`config.mk`:
```
export PLATFORM = sky130hd
export DESIGN_NAME = ddram_rom_bridge
export DESIGN_NICKNAME = d
export VERILOG_FILES = /design/src/rtl/ddram_rom_bridge_pkg.sv /design/src/rtl/ddram_rom_line_cache.sv /design/src/rtl/ddram_rom_bridge.sv
export SDC_FILE = /design/constraint.sdc
export NUM_CORES = 1
export LEC_CHECK = 0
export ABC_AREA = 1
export BUFFER_PORTS_ARGS = -buffer_cell sky130_fd_sc_hd__buf_2
export CORE_ASPECT_RATIO = 0.5
export CORE_MARGIN = 2
export CORE_UTILIZATION = 44
export CTS_CLUSTER_SIZE = 16
export DETAILED_ROUTE_END_ITERATION = 8
export PLACE_DENSITY = 0.83
export SYNTH_ARGS = -nofsm -noshare
export SYNTH_HDL_FRONTEND = slang
export SYNTH_SLANG_ARGS = --single-unit
export TNS_END_PERCENT = 10
```
`constraint.sdc`:
```
create_clock -name DDRAM_CLK -period 1.62 [get_ports DDRAM_CLK]
set_input_delay 0.162 -clock DDRAM_CLK [delete_from_list [all_inputs] [get_ports DDRAM_CLK]]
set_output_delay 0.162 -clock DDRAM_CLK [all_outputs]
set_load 0.005 [all_outputs]
```
`src/rtl/ddram_rom_bridge_pkg.sv`:
```
// ddram_rom_bridge_pkg: FSM states, DDRAM defaults and the halfword byte-enable helper
package ddram_rom_bridge_pkg;
  typedef enum logic [1:0] {IDLE, WR, RD_CMD, RD_WAIT} state_t;
  localparam logic [28:0] BASE_ADDR_DEFAULT = 29'h06000000;
  localparam int DRAIN_CYCLES = 64;
  function automatic logic [7:0] hw_be(input logic [1:0] hw);
    return 8'b11 << {hw, 1'b0};
  endfunction
endpackage

```
`src/rtl/ddram_rom_line_cache.sv`:
```
// ddram_rom_line_cache: single 64-bit line read cache with tag match, fill and same-line invalidation
module ddram_rom_line_cache import ddram_rom_bridge_pkg::*; #(
  parameter int TW = 22
) (
  input  logic          clk,
  input  logic          reset_n,
  input  logic [TW-1:0] lookup_tag,
  output logic          hit,
  output logic [63:0]   line_data,
  input  logic          fill,
  input  logic [TW-1:0] fill_tag,
  input  logic [63:0]   fill_data,
  input  logic          inval,
  input  logic [TW-1:0] inval_tag
);
  logic          valid;
  logic [TW-1:0] tag;
  assign hit = valid && lookup_tag == tag;
  // line validity: set by a returned beat, cleared by a write into the cached line
  always_ff @(posedge clk)
    if (!reset_n) valid <= 1'b0;
    else if (fill) valid <= 1'b1;
    else if (inval && inval_tag == tag) valid <= 1'b0;
  // tag and data are only meaningful while valid, so they need no reset
  always_ff @(posedge clk)
    if (fill) begin
      tag       <= fill_tag;
      line_data <= fill_data;
    end
endmodule

```
`src/rtl/ddram_rom_bridge.sv`:
```
// ddram_rom_bridge: toggle req/ack ROM write/fetch responder on the DDRAM port; read cache under DDRAM_ROM_RDCACHE_EN
module ddram_rom_bridge import ddram_rom_bridge_pkg::*; #(
  parameter logic [28:0] BASE_ADDR = BASE_ADDR_DEFAULT,
  parameter int          AW        = 25
) (
  input  logic          DDRAM_CLK,
  input  logic          RESET_N,
  input  logic [AW-1:0] wraddr,
  input  logic [15:0]   din,
  input  logic          we_req,
  output logic          we_ack,
  input  logic [AW-1:0] rdaddr,
  input  logic          rd_req,
  output logic          rd_ack,
  output logic [63:0]   dout,
  input  logic          DDRAM_BUSY,
  output logic [7:0]    DDRAM_BURSTCNT,
  output logic [28:0]   DDRAM_ADDR,
  input  logic [63:0]   DDRAM_DOUT,
  input  logic          DDRAM_DOUT_READY,
  output logic          DDRAM_RD,
  output logic [63:0]   DDRAM_DIN,
  output logic [7:0]    DDRAM_BE,
  output logic          DDRAM_WE
);
  state_t      state, state_n;
  logic        wr_pend, rd_pend, hit, start_wr, start_rd, take_hit, rd_done;
  logic [6:0]  drain_cnt;
  logic [63:0] line_data;
  logic        unused_bits;
  assign wr_pend        = we_req ^ we_ack;
  assign rd_pend        = rd_req ^ rd_ack;
  assign DDRAM_BURSTCNT = 8'd1;
  assign unused_bits    = ^{wraddr[0], rdaddr[2:0]};
`ifdef DDRAM_ROM_RDCACHE_EN
  ddram_rom_line_cache #(.TW(AW - 3)) u_cache (
    .clk        (DDRAM_CLK),
    .reset_n    (RESET_N),
    .lookup_tag (rdaddr[AW-1:3]),
    .hit        (hit),
    .line_data  (line_data),
    .fill       (rd_done),
    .fill_tag   (rdaddr[AW-1:3]),
    .fill_data  (DDRAM_DOUT),
    .inval      (start_wr),
    .inval_tag  (wraddr[AW-1:3])
  );
`else
  assign hit       = 1'b0;
  assign line_data = '0;
`endif
  // state register; reset abandons any in-flight access
  always_ff @(posedge DDRAM_CLK)
    state <= RESET_N ? state_n : IDLE;
  // next state and command strobes; writes win, misses wait for the post-reset drain
  always_comb begin
    state_n  = state;
    start_wr = 1'b0;
    start_rd = 1'b0;
    take_hit = 1'b0;
    rd_done  = 1'b0;
    case (state)
      IDLE:
        if (wr_pend) begin
          start_wr = 1'b1;
          state_n  = WR;
        end else if (rd_pend && hit) begin
          take_hit = 1'b1;
        end else if (rd_pend && drain_cnt == 7'd0) begin
          start_rd = 1'b1;
          state_n  = RD_CMD;
        end
      WR:      state_n = DDRAM_BUSY ? WR : IDLE;
      RD_CMD:  state_n = DDRAM_BUSY ? RD_CMD : RD_WAIT;
      RD_WAIT: begin
        rd_done = DDRAM_DOUT_READY;
        state_n = DDRAM_DOUT_READY ? IDLE : RD_WAIT;
      end
      default: state_n = IDLE;
    endcase
  end
  // DDRAM command/data registers, acknowledge toggles and the stale-beat drain counter
  always_ff @(posedge DDRAM_CLK)
    if (!RESET_N) begin
      we_ack     <= 1'b0;
      rd_ack     <= 1'b0;
      dout       <= '0;
      DDRAM_RD   <= 1'b0;
      DDRAM_WE   <= 1'b0;
      DDRAM_ADDR <= '0;
      DDRAM_DIN  <= '0;
      DDRAM_BE   <= '0;
      drain_cnt  <= 7'(DRAIN_CYCLES);
    end else begin
      if (start_wr) begin
        DDRAM_ADDR <= BASE_ADDR + 29'(wraddr[AW-1:3]);
        DDRAM_DIN  <= {4{din}};
        DDRAM_BE   <= hw_be(wraddr[2:1]);
        DDRAM_WE   <= 1'b1;
      end
      if (start_rd) begin
        DDRAM_ADDR <= BASE_ADDR + 29'(rdaddr[AW-1:3]);
        DDRAM_RD   <= 1'b1;
      end
      if (state == WR && !DDRAM_BUSY) begin
        DDRAM_WE <= 1'b0;
        we_ack   <= ~we_ack;
      end
      if (state == RD_CMD && !DDRAM_BUSY) DDRAM_RD <= 1'b0;
      if (take_hit || rd_done) begin
        dout   <= take_hit ? line_data : DDRAM_DOUT;
        rd_ack <= ~rd_ack;
      end
      drain_cnt <= (DDRAM_DOUT_READY || drain_cnt == 7'd0) ? 7'd0 : drain_cnt - 7'd1;
    end
endmodule

```
Word-level counts from Yosys, hierarchy flattened. Index checks and enable logic that the tools add are counted.

Bits in registers: 178. Word-level logic and storage cells: 50.

Multiplexer cells: 15. $add $sub $neg: 3. Equality and inequality tests: 4. Reductions and logical operators: 11. Shift operators: 1. Bitwise operators: 5.

Operators with widths (number): $mux W29 (2); $add A27 B22 Y28 const A (2); $mux W1 (8); $pmux W2 S4 (1); $shl A2 B3 Y8 const A (1); $logic_not A7 Y1 (1); $mux W7 (1); $sub A7 B1 Y7 const B (1); $mux W2 (3); $reduce_or A2 Y1 (3); $eq A2 B2 Y1 const B (2); $logic_and A1 B1 Y1 (3); $ne A3 B3 Y1 const B (1); $not A1 Y1 (3); $eq A2 B1 Y1 const B (1); $logic_not A2 Y1 (1); $reduce_bool A2 Y1 (1); $xor A1 B1 Y1 (2); $logic_not A1 Y1 (1); $logic_or A1 B1 Y1 (1).

Depth between registers and ports, before layout.
Word-level depth: 6. Depth in mapped cells: 9.

Worst setup path before layout. OpenSTA, ideal clock, no wires.

Kind: register to register. Start: reg drain_cnt[0]. End: reg DDRAM_ADDR[17]. Setup slack: 0.155 ns. Path buffers: 1. Required time: 1.550 ns. Clock period less this slack: 1.465 ns. Library setup time: 0.070 ns. Cell stages (with the launch flop): 9. Arrival time: 1.395 ns. Cells stage by stage: dfxtp_1 inv_1 ha_1 nand2_1 nor2_4 nand3_4 clkbuf_1 nand3_1 a21oi_1.

Word-level cells in the longest chain between the ends: 6. Elaborated cells on any way between the ends: 7. Classes of those cells: mux (4); reduce/logical (3).

RTL lines: start: declaration (line ddram_rom_bridge.sv:28) `logic [6:0] drain_cnt;`; start signal: assignment (line ddram_rom_bridge.sv:93) `drain_cnt <= 7'(DRAIN_CYCLES);`; start signal: assignment (line ddram_rom_bridge.sv:114) `drain_cnt <= (DDRAM_DOUT_READY || drain_cnt == 7'd0) ? 7'd0 : drain_cnt - 7'd1;`; $logic_not A7 Y1 * (line ddram_rom_bridge.sv:69) `end else if (rd_pend && drain_cnt == 7'd0) begin`; $logic_and A1 B1 Y1 * (line ddram_rom_bridge.sv:69); $mux W1 * (line ddram_rom_bridge.sv:69); $mux W1 * (line ddram_rom_bridge.sv:64) `if (wr_pend) begin`; $mux W1 * (line ddram_rom_bridge.sv:62) `case (state)`; $mux W29 / $reduce_bool A2 Y1 (equally long branches); end signal: assignment (line ddram_rom_bridge.sv:96) `DDRAM_ADDR <= BASE_ADDR + 29'(wraddr[AW-1:3]);`; end signal: assignment (line ddram_rom_bridge.sv:102) `DDRAM_ADDR <= BASE_ADDR + 29'(rdaddr[AW-1:3]);`; end: declaration (line ddram_rom_bridge.sv:18) `output logic [28:0] DDRAM_ADDR,`.

Mark *: on every way between the ends. The rest lies on a longest branch, timed or not. A chain may end at the register's enable or synchronous reset.

Worst setup path in the final report.
Start: reg drain_cnt[0]. End: reg DDRAM_ADDR[15].

The elaborated chain is that of the path after synthesis.

==> key figures <==
Power and ir drop
  • Clock share of power: 44.6%
  • PwrDens: 1200 nW/um^2
  • Combinational power share: 17.1%
  • Maximum VDD drop: 0.687 mV
  • Seq pwr share: 38.4%
  • Sw Share: 27.2%
  • P_leak: 0.00370 uW
  • Pwr Total: 8670 uW
  • Internal: 6310 uW
  • NetSw: 2360 uW

Global route
  • Initial antenna violation count: 0
  • Largest net degree at the start of global routing: 69
  • Number of global-route vias before repair: 4,626
  • Grt total ovfl: 0
  • Total GRT Usage: 20.5%
  • First-pass GRT wire length: 21.7 mm

Routing
  • Final WL: 14.0 mm
  • DR pass1 iterations: 5
  • Via count: 5,205
  • WL per Instance: 12.4 um
  • DRT antenna net count: 0
  • Post-route DRC: 0
  • DR iter-0 viols: 278
  • Vias/cell: 4.63

Clocking
  • TritonCTS clock tree: done
  • Longest Clk Path Bufs: 2
  • Worst-path clk slew: 0.05 ns
  • Insertion delay of the later-clocked pin in the worst-skew pair: 0.40 ns
  • H-tree levels: 4
  • Root Buffer Master: clkbuf_16
  • Num Clock Sinks: 120
  • Num CTS Buffers: 17

Synthesis
  • Cells after Synth: 709
  • Flops & latches, synth: 120
  • Number of synthesized flops with an enable pin: 0
  • Syn avg cell area: 7.46 um^2
  • Synth warnings: 0
  • Ys async rst share: 0%
  • Seq/Total Area, Yosys: 45.4%
  • Synthesized area: 5290 um^2
  • Post-synth cell types: 27
  • Synth Flop Type: dfxtp_1

STA
  • Tcrit/Tclk final: 91.9%
  • Clk_skew: 0.00921 ns
  • Fin Setup TNS: 0 ns
  • Fin. max-slew vios: 0
  • Period minus WS final: 1.49 ns
  • Fmax: 672 MHz
  • Hold Fails Final Rpt: 0
  • Final setup vio count: 0

Run status
  • Outcome: finished clean

Worst setup path
  • Crit path largest cell delay: 0.30 ns
  • CP max stage cell: dfxtp_1
  • Critical Path Fanout Max: 44
  • CP startpoint kind: register
  • Critical path class: register to register
  • Critical-path cell list: inv_1 > ha_4 > nand2_2 > nor2_4 > nand3_4 > buf_12 > nand2_1 > nand2_1 > a21oi_1
  • CP Capture Type: register
  • Worst path most repeated cell: nand2_1
  • Worst EP required: 1.95 ns
  • Crit path arrival time: 1.82 ns

Layout
  • Layout cells sized above 1: 37.7%
  • Most frequent cells in the layout: buf_2, dfxtp_1, nand2_1
  • Fillers: 1,038
  • Ant. Diodes: 0
  • Most common cell after layout, fill and taps aside: buf_2
  • Layout Nets: 1,084
  • Area growth, synth to finish: 36.8%

Die
  • Die height: 81.5 um
  • Initial core utilization: 44.9%
  • Die area: 13,000 um^2
  • I/O Pins: 313
  • Row count: 28
  • Core box area: 11,800 um^2
  • Die width: 159 um

Place
  • Placer Congestion: 0.851
  • Dpl hpwl: 9.83 mm
  • I/O Buffers: 295

Job
  • Max Cap Violations: 0

Min path
  • Hold Crit Class: input pin to register
## path summary, 6_finish.rpt
kind	start	end	slack [ns]	cells after the start
hold reg to reg	drain_cnt[0]	drain_cnt[0]	0.41	1
setup / recovery	drain_cnt[0]	DDRAM_ADDR[15]	0.13	9
setup reg to reg	drain_cnt[0]	DDRAM_ADDR[15]	0.13	9
hold / removal	din[2]	DDRAM_DIN[50]	0.02	3
## Yosys cell counts (5+ instances only)
master	n	area share (%)
dfxtp_1	120	45
nand2_1	117	8.3
a21oi_1	113	11
inv_1	98	7.0
buf_4	67	9.5
o21ai_0	63	6.0
clkbuf_1	29	2.1
nand3_1	29	2.7
nand4_1	22	2.6
buf_2	12	1.1
nor2_1	12	0.85
o21ai_1	5	0.47
## cell type report
type | instances | area [um^2] | share of cell area [%]
inverter | 102 | 383 | 5.29
clock inverter | 14 | 174 | 2.40
multi-input combinational | 389 | 1900 | 26.3
clock buffer | 18 | 439 | 6.07
sequential | 120 | 2400 | 33.2
timing repair buffer | 317 | 1720 | 23.8
tap | 165 | 206 | 2.85
## routing by layer
layer  GRT usage (%)  wire (um)  vias up
met5               0          0        -
met4            9.55        344        0
met3            5.40        703       33
met2            37.2       7160      177
met1            23.4       5790     2331
li1                -          -     2664
## state kept, by name, summed over array words and instances, names as in the netlist
register,cells
dout,64
DDRAM_DIN,16
state,2
DDRAM_RD,1
DDRAM_ADDR,23
we_ack,1
DDRAM_BE,4
DDRAM_WE,1
rd_ack,1
drain_cnt,7
## cells by family (layout without fill, tap and decap cells)
kind of cell | count (synthesis) | after routing | share of synthesized area [%]
buffers and inverters | 211 | 451 | 20.0
AND/OR/NAND/NOR | 188 | 188 | 15.8
AO/OA/AOI/OAI | 184 | 184 | 17.7
flip-flops | 120 | 120 | 45.4
XOR/XNOR | 3 | 3 | 0.639
other | 2 | 13 | 0.142
adder cells (fa/ha/maj) | 1 | 1 | 0.237
## worst max-delay path: cells and delay by family (launching register included)
kind / cells / cell delay, ns
AOI/OAI and AO/OA: 1 / 0.12
adders and majority gates: 1 / 0.16
buffers and inverters: 2 / 0.31
DFF: 1 / 0.30
and+or+nand+nor: 5 / 0.51
## power groups by stage
stage	Clock (uW)	Sequential [uW]	Combinational [uW]
after floorplan	0	3400	909
after global placement	0	3370	1400
after detailed placement	0	3390	1440
after CTS	3940	3330	1450
after global routing	4090	3350	1650
final	3860	3330	1480
## stage by stage
step	instance area, um^2	worst slack [ns]	hold WS (ns)	cells	utilization [%]
2_1_floorplan	5330	0.155	0.266	720	-
3_3_place_gp	6550	0.126	0.401	1088	55.7
3_5_place_dp	6550	0.0369	0.403	1088	55.7
4_1_cts	7190	0.0498	0.00198	1123	61.1
5_1_grt	7230	-0.0157	0.0102	1125	61.4
6_report	7230	0.131	0.0169	1125	61.4
## timing repair
action / CTS / global route
hold buffers: 3 / 0
gates resized for setup: 0 / 4
hold endpoints to repair: 3 / 0
buffers inserted: 0 / 2
endpoints found under the setup margin: 0 / 24
(Power assumes the default switching activity.)
